**src/rtl/challenge_encrypt_tx_if.sv**
```systemverilog
`default_nettype none
// +----------------------------------------------------------------------+
// | challenge_encrypt_tx_if : start request + ciphertext nibble stream   |
// | Rev 1.0                                                              |
// +----------------------------------------------------------------------+
interface challenge_encrypt_tx_if #(
  parameter int DATA_W = 32,
  parameter int NIB_W  = 4
);
  logic              start_i;
  logic [DATA_W-1:0] r_i;
  logic [NIB_W-1:0]  k_i;
  logic              c_valid_o;
  logic              c_ready_i;
  logic [NIB_W-1:0]  c_data_o;
  logic              c_last_o;
  logic              busy_o;
  logic              done_o;

  modport master (
    input  start_i, r_i, k_i, c_ready_i,
    output c_valid_o, c_data_o, c_last_o, busy_o, done_o
  );

  modport slave (
    output start_i, r_i, k_i, c_ready_i,
    input  c_valid_o, c_data_o, c_last_o, busy_o, done_o
  );
endinterface
`default_nettype wire

```
**src/rtl/challenge_encrypt_tx.sv**
```systemverilog
`default_nettype none
// +----------------------------------------------------------------------+
// | challenge_encrypt_tx : sends (r ^ k) as LSB-first nibbles on a       |
// | valid/ready stream.                                       Rev 1.0    |
// +----------------------------------------------------------------------+
module challenge_encrypt_tx #(
  parameter int DATA_W = 32,
  parameter int NIB_W  = 4
) (
  input  logic                    clk,
  input  logic                    rst,
  challenge_encrypt_tx_if.master  bus
);
  localparam int NUM_NIB = DATA_W / NIB_W;
  localparam int IDX_W   = (NUM_NIB > 1) ? $clog2(NUM_NIB) : 1;
  localparam logic [IDX_W-1:0] LAST_IDX = IDX_W'(NUM_NIB - 1);

  localparam logic [1:0] S_IDLE = 2'd0;
  localparam logic [1:0] S_SEND = 2'd1;
  localparam logic [1:0] S_DONE = 2'd2;

  logic [1:0]        state_q,   state_d;
  logic [DATA_W-1:0] r_lat_q,   r_lat_d;
  logic [NIB_W-1:0]  k_lat_q,   k_lat_d;
  logic [IDX_W-1:0]  idx_q,     idx_d;
  logic              c_valid_q, c_valid_d;
  logic [NIB_W-1:0]  c_data_q,  c_data_d;
  logic              c_last_q,  c_last_d;
  logic              busy_q,    busy_d;
  logic              done_q,    done_d;

  logic              w_xfer;
  logic [IDX_W-1:0]  w_idx_nxt;
  logic [NIB_W-1:0]  w_nib_nxt;

  always_comb begin
    state_d   = state_q;
    r_lat_d   = r_lat_q;
    k_lat_d   = k_lat_q;
    idx_d     = idx_q;
    c_valid_d = c_valid_q;
    c_data_d  = c_data_q;
    c_last_d  = c_last_q;
    busy_d    = busy_q;
    done_d    = done_q;

    w_xfer    = c_valid_q & bus.c_ready_i;
    w_idx_nxt = idx_q + IDX_W'(1);
    // Outputs are registered, so the next nibble is prepared one edge ahead.
    w_nib_nxt = r_lat_q[NIB_W*w_idx_nxt +: NIB_W] ^ k_lat_q;

    case (state_q)
      S_IDLE: begin
        if (bus.start_i) begin
          r_lat_d   = bus.r_i;
          k_lat_d   = bus.k_i;
          idx_d     = '0;
          c_valid_d = 1'b1;
          c_data_d  = bus.r_i[NIB_W-1:0] ^ bus.k_i;
          c_last_d  = (LAST_IDX == '0);
          busy_d    = 1'b1;
          state_d   = S_SEND;
        end
      end
      S_SEND: begin
        if (w_xfer) begin
          if (idx_q == LAST_IDX) begin
            c_valid_d = 1'b0;
            c_last_d  = 1'b0;
            done_d    = 1'b1;
            state_d   = S_DONE;
          end else begin
            idx_d    = w_idx_nxt;
            c_data_d = w_nib_nxt;
            c_last_d = (w_idx_nxt == LAST_IDX);
          end
        end
      end
      S_DONE: begin
        done_d  = 1'b0;
        busy_d  = 1'b0;
        state_d = S_IDLE;
      end
      default: begin
        c_valid_d = 1'b0;
        c_last_d  = 1'b0;
        busy_d    = 1'b0;
        done_d    = 1'b0;
        state_d   = S_IDLE;
      end
    endcase
  end

  always_ff @(posedge clk or negedge rst) begin
    if (!rst) begin
      state_q   <= S_IDLE;
      r_lat_q   <= '0;
      k_lat_q   <= '0;
      idx_q     <= '0;
      c_valid_q <= 1'b0;
      c_data_q  <= '0;
      c_last_q  <= 1'b0;
      busy_q    <= 1'b0;
      done_q    <= 1'b0;
    end else begin
      state_q   <= state_d;
      r_lat_q   <= r_lat_d;
      k_lat_q   <= k_lat_d;
      idx_q     <= idx_d;
      c_valid_q <= c_valid_d;
      c_data_q  <= c_data_d;
      c_last_q  <= c_last_d;
      busy_q    <= busy_d;
      done_q    <= done_d;
    end
  end

  assign bus.c_valid_o = c_valid_q;
  assign bus.c_data_o  = c_data_q;
  assign bus.c_last_o  = c_last_q;
  assign bus.busy_o    = busy_q;
  assign bus.done_o    = done_q;
endmodule
`default_nettype wire
```
**src/flat_wrapper.sv**
```systemverilog
// flat-port wrapper written by rule: the top's interface ports become plain ports
module challenge_encrypt_tx_flat 
#(
  parameter int DATA_W = 32,
  parameter int NIB_W  = 4
)
  (clk, rst, bus_start_i, bus_r_i, bus_k_i, bus_c_ready_i, bus_c_valid_o, bus_c_data_o, bus_c_last_o, bus_busy_o, bus_done_o);
  challenge_encrypt_tx_if #(.DATA_W(DATA_W), .NIB_W(NIB_W)) bus_i ();
  input  logic clk;
  input  logic rst;
  input wire logic [$bits(bus_i.start_i)-1:0] bus_start_i;
  input wire logic [$bits(bus_i.r_i)-1:0] bus_r_i;
  input wire logic [$bits(bus_i.k_i)-1:0] bus_k_i;
  input wire logic [$bits(bus_i.c_ready_i)-1:0] bus_c_ready_i;
  output wire logic [$bits(bus_i.c_valid_o)-1:0] bus_c_valid_o;
  output wire logic [$bits(bus_i.c_data_o)-1:0] bus_c_data_o;
  output wire logic [$bits(bus_i.c_last_o)-1:0] bus_c_last_o;
  output wire logic [$bits(bus_i.busy_o)-1:0] bus_busy_o;
  output wire logic [$bits(bus_i.done_o)-1:0] bus_done_o;
  assign bus_i.start_i = bus_start_i;
  assign bus_i.r_i = bus_r_i;
  assign bus_i.k_i = bus_k_i;
  assign bus_i.c_ready_i = bus_c_ready_i;
  assign bus_c_valid_o = bus_i.c_valid_o;
  assign bus_c_data_o = bus_i.c_data_o;
  assign bus_c_last_o = bus_i.c_last_o;
  assign bus_busy_o = bus_i.busy_o;
  assign bus_done_o = bus_i.done_o;
  challenge_encrypt_tx #(.DATA_W(DATA_W), .NIB_W(NIB_W)) u_core (.clk(clk), .rst(rst), .bus(bus_i));
endmodule
```
**config.mk**
```make
export PLATFORM = sky130hd
export DESIGN_NAME = challenge_encrypt_tx_flat
export DESIGN_NICKNAME = d
export VERILOG_FILES = /design/src/rtl/challenge_encrypt_tx_if.sv /design/src/rtl/challenge_encrypt_tx.sv /design/src/flat_wrapper.sv
export SDC_FILE = /design/constraint.sdc
export NUM_CORES = 1
export LEC_CHECK = 0
export CAP_MARGIN = 0
export CORE_ASPECT_RATIO = 1.75
export CORE_UTILIZATION = 55
export CTS_BUF_LIST = sky130_fd_sc_hd__clkbuf_4
export DETAILED_ROUTE_END_ITERATION = 10
export GPL_TIMING_DRIVEN = 0
export PLACE_DENSITY = 0.84
export SYNTH_ARGS = -nofsm -noshare
export SYNTH_HDL_FRONTEND = slang
export SYNTH_SLANG_ARGS = --single-unit
```
**constraint.sdc**
```tcl
create_clock -name clk -period 3.4 [get_ports clk]
set_input_delay 0.34 -clock clk [delete_from_list [all_inputs] [get_ports clk]]
set_output_delay 0.34 -clock clk [all_outputs]
set_load 0.1 [all_outputs]
```
==> flow_metrics.env <==
export IMPL_cpLargestDelayFamily="buffers and inverters"
export IMPL_clock_fmax_ghz=0.438
export IMPL_p_int_uw=1530
export IMPL_cts_root_buf="clkbuf_4"
export IMPL_area_delta_synth_final_pct=25.6
export IMPL_drt_iter0_drc=57
export IMPL_dp_cells=337
export IMPL_synth_largest_area_cell="dfrtp_1"
export IMPL_cts_clk_slew_worst_paths_ns=0.15
export IMPL_worstHoldEndpoint="u_core.r_lat_q[29]"
export IMPL_routedWlPerCell_um=15.0
export IMPL_tritoncts="built"
export IMPL_clk_latency_ns=0.37
export IMPL_cap_violations=0
export IMPL_endpoint_kind="primary output"
export IMPL_async_reset_ff_share_pct=100
export IMPL_drc=0
export IMPL_worstPathRequired_ns=3.06
export IMPL_p_comb_share_pct=53.2
export IMPL_first_global_vias=1878
export IMPL_synthSimpleGateAreaFrac_pct=19.5
export IMPL_grt_overflow_total=0
export IMPL_nFillCells=305
export IMPL_crit_slowest_cell="clkdlybuf4s50_1"
export IMPL_fp_dieArea_sq_um=4670
export IMPL_relSlewSlack_pct=35.5
export IMPL_r2r_end="u_core.bus.c_data_o[2]"
export IMPL_io_buffers=47
export IMPL_p_sw_share_pct=43.5
export IMPL_hold_viol=0
export IMPL_critical_path_buf_inv_count=1
export IMPL_cts_path_max_buffers=2
export IMPL_dpl_hpwl_mm=3.96
export IMPL_final_nets=339
export IMPL_synth_seq_cells=49
export IMPL_seq_power_share_pct=36.5
export IMPL_pwr_share_clk_pct=10.3
export IMPL_synth_mux_area_share_pct=12.7
export IMPL_antenna_found_initial=0
export IMPL_core_sq_um=4190
export IMPL_crit_type="reg2out"
export IMPL_slew_violations=0
export IMPL_first_pass_iters=4
export IMPL_critPathArrivalTime_ns=1.95
export IMPL_rsz0062_at_grt="no"
export IMPL_vias_per_cell=5.49
export IMPL_via_count=1898
export IMPL_cp_start_kind="flop"
export IMPL_synth_compound_area_share_pct=7.78
export IMPL_hp_start="bus_r_i[29]"
export IMPL_gp_congestion=0.819
export IMPL_crit_chain="clkdlybuf4s50_1"
export IMPL_ant_nets=0
export IMPL_reg2reg_depth=8
export IMPL_start_util_pct=57.6
export IMPL_reg2reg_slack_ns=1.15
export IMPL_slowest_delay_ns=1.15
export IMPL_die_w_um=52.1
export IMPL_grt_start_max_net_pins=26
export IMPL_drt_wl_total_mm=5.21
export IMPL_synth_cell_type_count=32
export IMPL_hold_ws_ns=0.471
export IMPL_synth_xor_area_share_pct=1.45
export IMPL_outcome="complete, no violations"
export IMPL_startpoint="u_core.bus.c_valid_o"
export IMPL_synth_net_count=283
export IMPL_synthCells=240
export IMPL_fin_cells=346
export IMPL_die_h_um=89.6
export IMPL_final_util_pct=72.3
export IMPL_io_pins=48
export IMPL_tightest_slew_ns=0.964
export IMPL_period_share_pct=67.2
export IMPL_setup_violations=0
export IMPL_numCtsBuffers=5
export IMPL_hold_class="in2reg"
export IMPL_num_antenna_cells=0
export IMPL_grt_pass1_wl_mm=8.57
export IMPL_htreeDepth=2
export IMPL_skew_ns=0.0150
export IMPL_synth_fa_ha_area_share_pct=1.56
export IMPL_crit_fanout=5
export IMPL_power_per_cell_area_nw_per_um2=896
export IMPL_period_needed_ns=2.29
export IMPL_r2r_start="u_core.idx_q[0]"
export IMPL_synth_enable_flop_cells=0
export IMPL_seq_area_frac_synth_pct=50.8
export IMPL_hold_depth=3
export IMPL_rows=31
export IMPL_postCtsSetupBuffers=0
export IMPL_drive_above_1_share_pct=9.09
export IMPL_fin_setup_tns_ns=0
export IMPL_synth_top_family_by_area="simple AND/OR/NAND/NOR gates"
export IMPL_synth_top_cell_area_share_pct=50.8
export IMPL_grtUsageTotal_pct=25.7
export IMPL_p_leak_uw=0.00145
export IMPL_cts_sinks=49
export IMPL_netlist_area_sq_um=2410
export IMPL_vdd_ir_drop_worst_uv=764
export IMPL_power_switching_uw=1180
export IMPL_synth_main_ff_cell="dfrtp_1"
export IMPL_synthTopCellsByArea="dfrtp_1, nand2_1, mux4_1"
export IMPL_yosysWarnings=0
export IMPL_synth_avg_cell_area_sq_um=10.1
[placed cells by master, fill, tap and decap left out, types with 4 or more instances in the layout]
cell type          n
a211oi_1           8
a311oi_1           4
buf_2              6
clkbuf_1           4
clkbuf_4           6
clkbuf_8           4
clkdlybuf4s50_1   46
dfrtp_1           49
inv_1              8
mux2_1             4
mux2i_1            4
mux4_1             8
nand2_1          101
nor2_1             5
o21ai_0            9
xnor2_1            4
[worst reg2reg max path: stages, from the launching register on]
cell      delay [ns]
dfrtp_1         0.39
buf_6           0.17
inv_1           0.07
ha_1            0.27
buf_4           0.16
mux4_1          0.34
mux2i_1         0.17
mux2_1          0.34
a311oi_1        0.26
[sequential cells by signal (all words and copies together) (netlist names)]
register / cells
u_core.idx_q: 3
u_core.r_lat_q: 32
u_core.bus.c_valid_o: 1
u_core.bus.busy_o: 1
u_core.bus.c_data_o: 4
u_core.bus.c_last_o: 1
u_core.state_q: 2
u_core.bus.done_o: 1
u_core.k_lat_q: 4
[synthesized netlist by cell type, types with 2 or more instances]
cell type / count
nand2_1: 101
dfrtp_1: 49
o21ai_0: 9
a211oi_1: 8
inv_1: 8
mux4_1: 8
buf_2: 5
nor2_1: 5
a311oi_1: 4
clkbuf_1: 4
clkbuf_8: 4
mux2_1: 4
mux2i_1: 4
xnor2_1: 4
a21oi_1: 3
ha_1: 3
o21ai_2: 2
[per-stage QoR]
stage / total power [uW] / cell area, sq um / worst slack [ns]
6_report: 2710 / 3030 / 1.11
5_1_grt: 2890 / 3030 / 1.03
4_1_cts: 2720 / 3030 / 1.11
3_5_place_dp: 2450 / 2960 / 1.15
3_3_place_gp: 2390 / 2950 / 0.648
2_1_floorplan: 2070 / 2410 / 1.41
[cells by family after synthesis]
logic type	count (synthesis)
compound gates	28
xor+xnor	4
fa+ha+maj	3
buf+inv	24
flops	49
mux	17
simple gates	115
[worst max-delay path by stage]
stage	end	slack, ns	depth (start not counted)
CTS	bus_c_valid_o	1.11	1
detailed placement	u_core.bus.c_data_o[2]	1.15	8
global placement	u_core.r_lat_q[27]	0.65	1
global route	u_core.bus.c_data_o[0]	1.03	8
finish	bus_c_valid_o	1.11	1
floorplan	u_core.bus.c_data_o[0]	1.41	8
[power groups by stage]
stage	Combinational [uW]	Clock, uW	Sequential, uW
finish	1440	279	990
global route	1560	303	1020
CTS	1450	279	988
detailed placement	1440	0	1000
global placement	1400	0	989
floorplan	814	0	1260
[area by class of cell]
class / instances / area, sq um / share of cell area, %
sequential: 49 / 1230 / 40.5
multi-input combinational: 167 / 1040 / 34.3
timing repair buffer: 49 / 495 / 16.4
buffer: 16 / 119 / 3.92
tap: 49 / 61.3 / 2.02
clock buffer: 6 / 45.0 / 1.49
inverter: 8 / 30.0 / 0.991
clock inverter: 2 / 15.0 / 0.495
[timing repair]
| action | CTS | global route |
|---|---|---|
| endpoints found under the hold margin | 24 | 0 |
| hold buffers | 1 | 0 |
| endpoints found under the setup margin | 0 | 0 |
| gates resized for setup | 0 | 0 |
[per-layer routing]
layer | GRT usage [%] | vias to the layer above | wire length [um]
met5 | 0 | - | 0
met4 | 14.0 | 0 | 187
met3 | 3.37 | 13 | 130
met2 | 45.5 | 43 | 2800
met1 | 29.3 | 926 | 2090
li1 | - | 916 | -
Power figures use the tool's default switching activity.
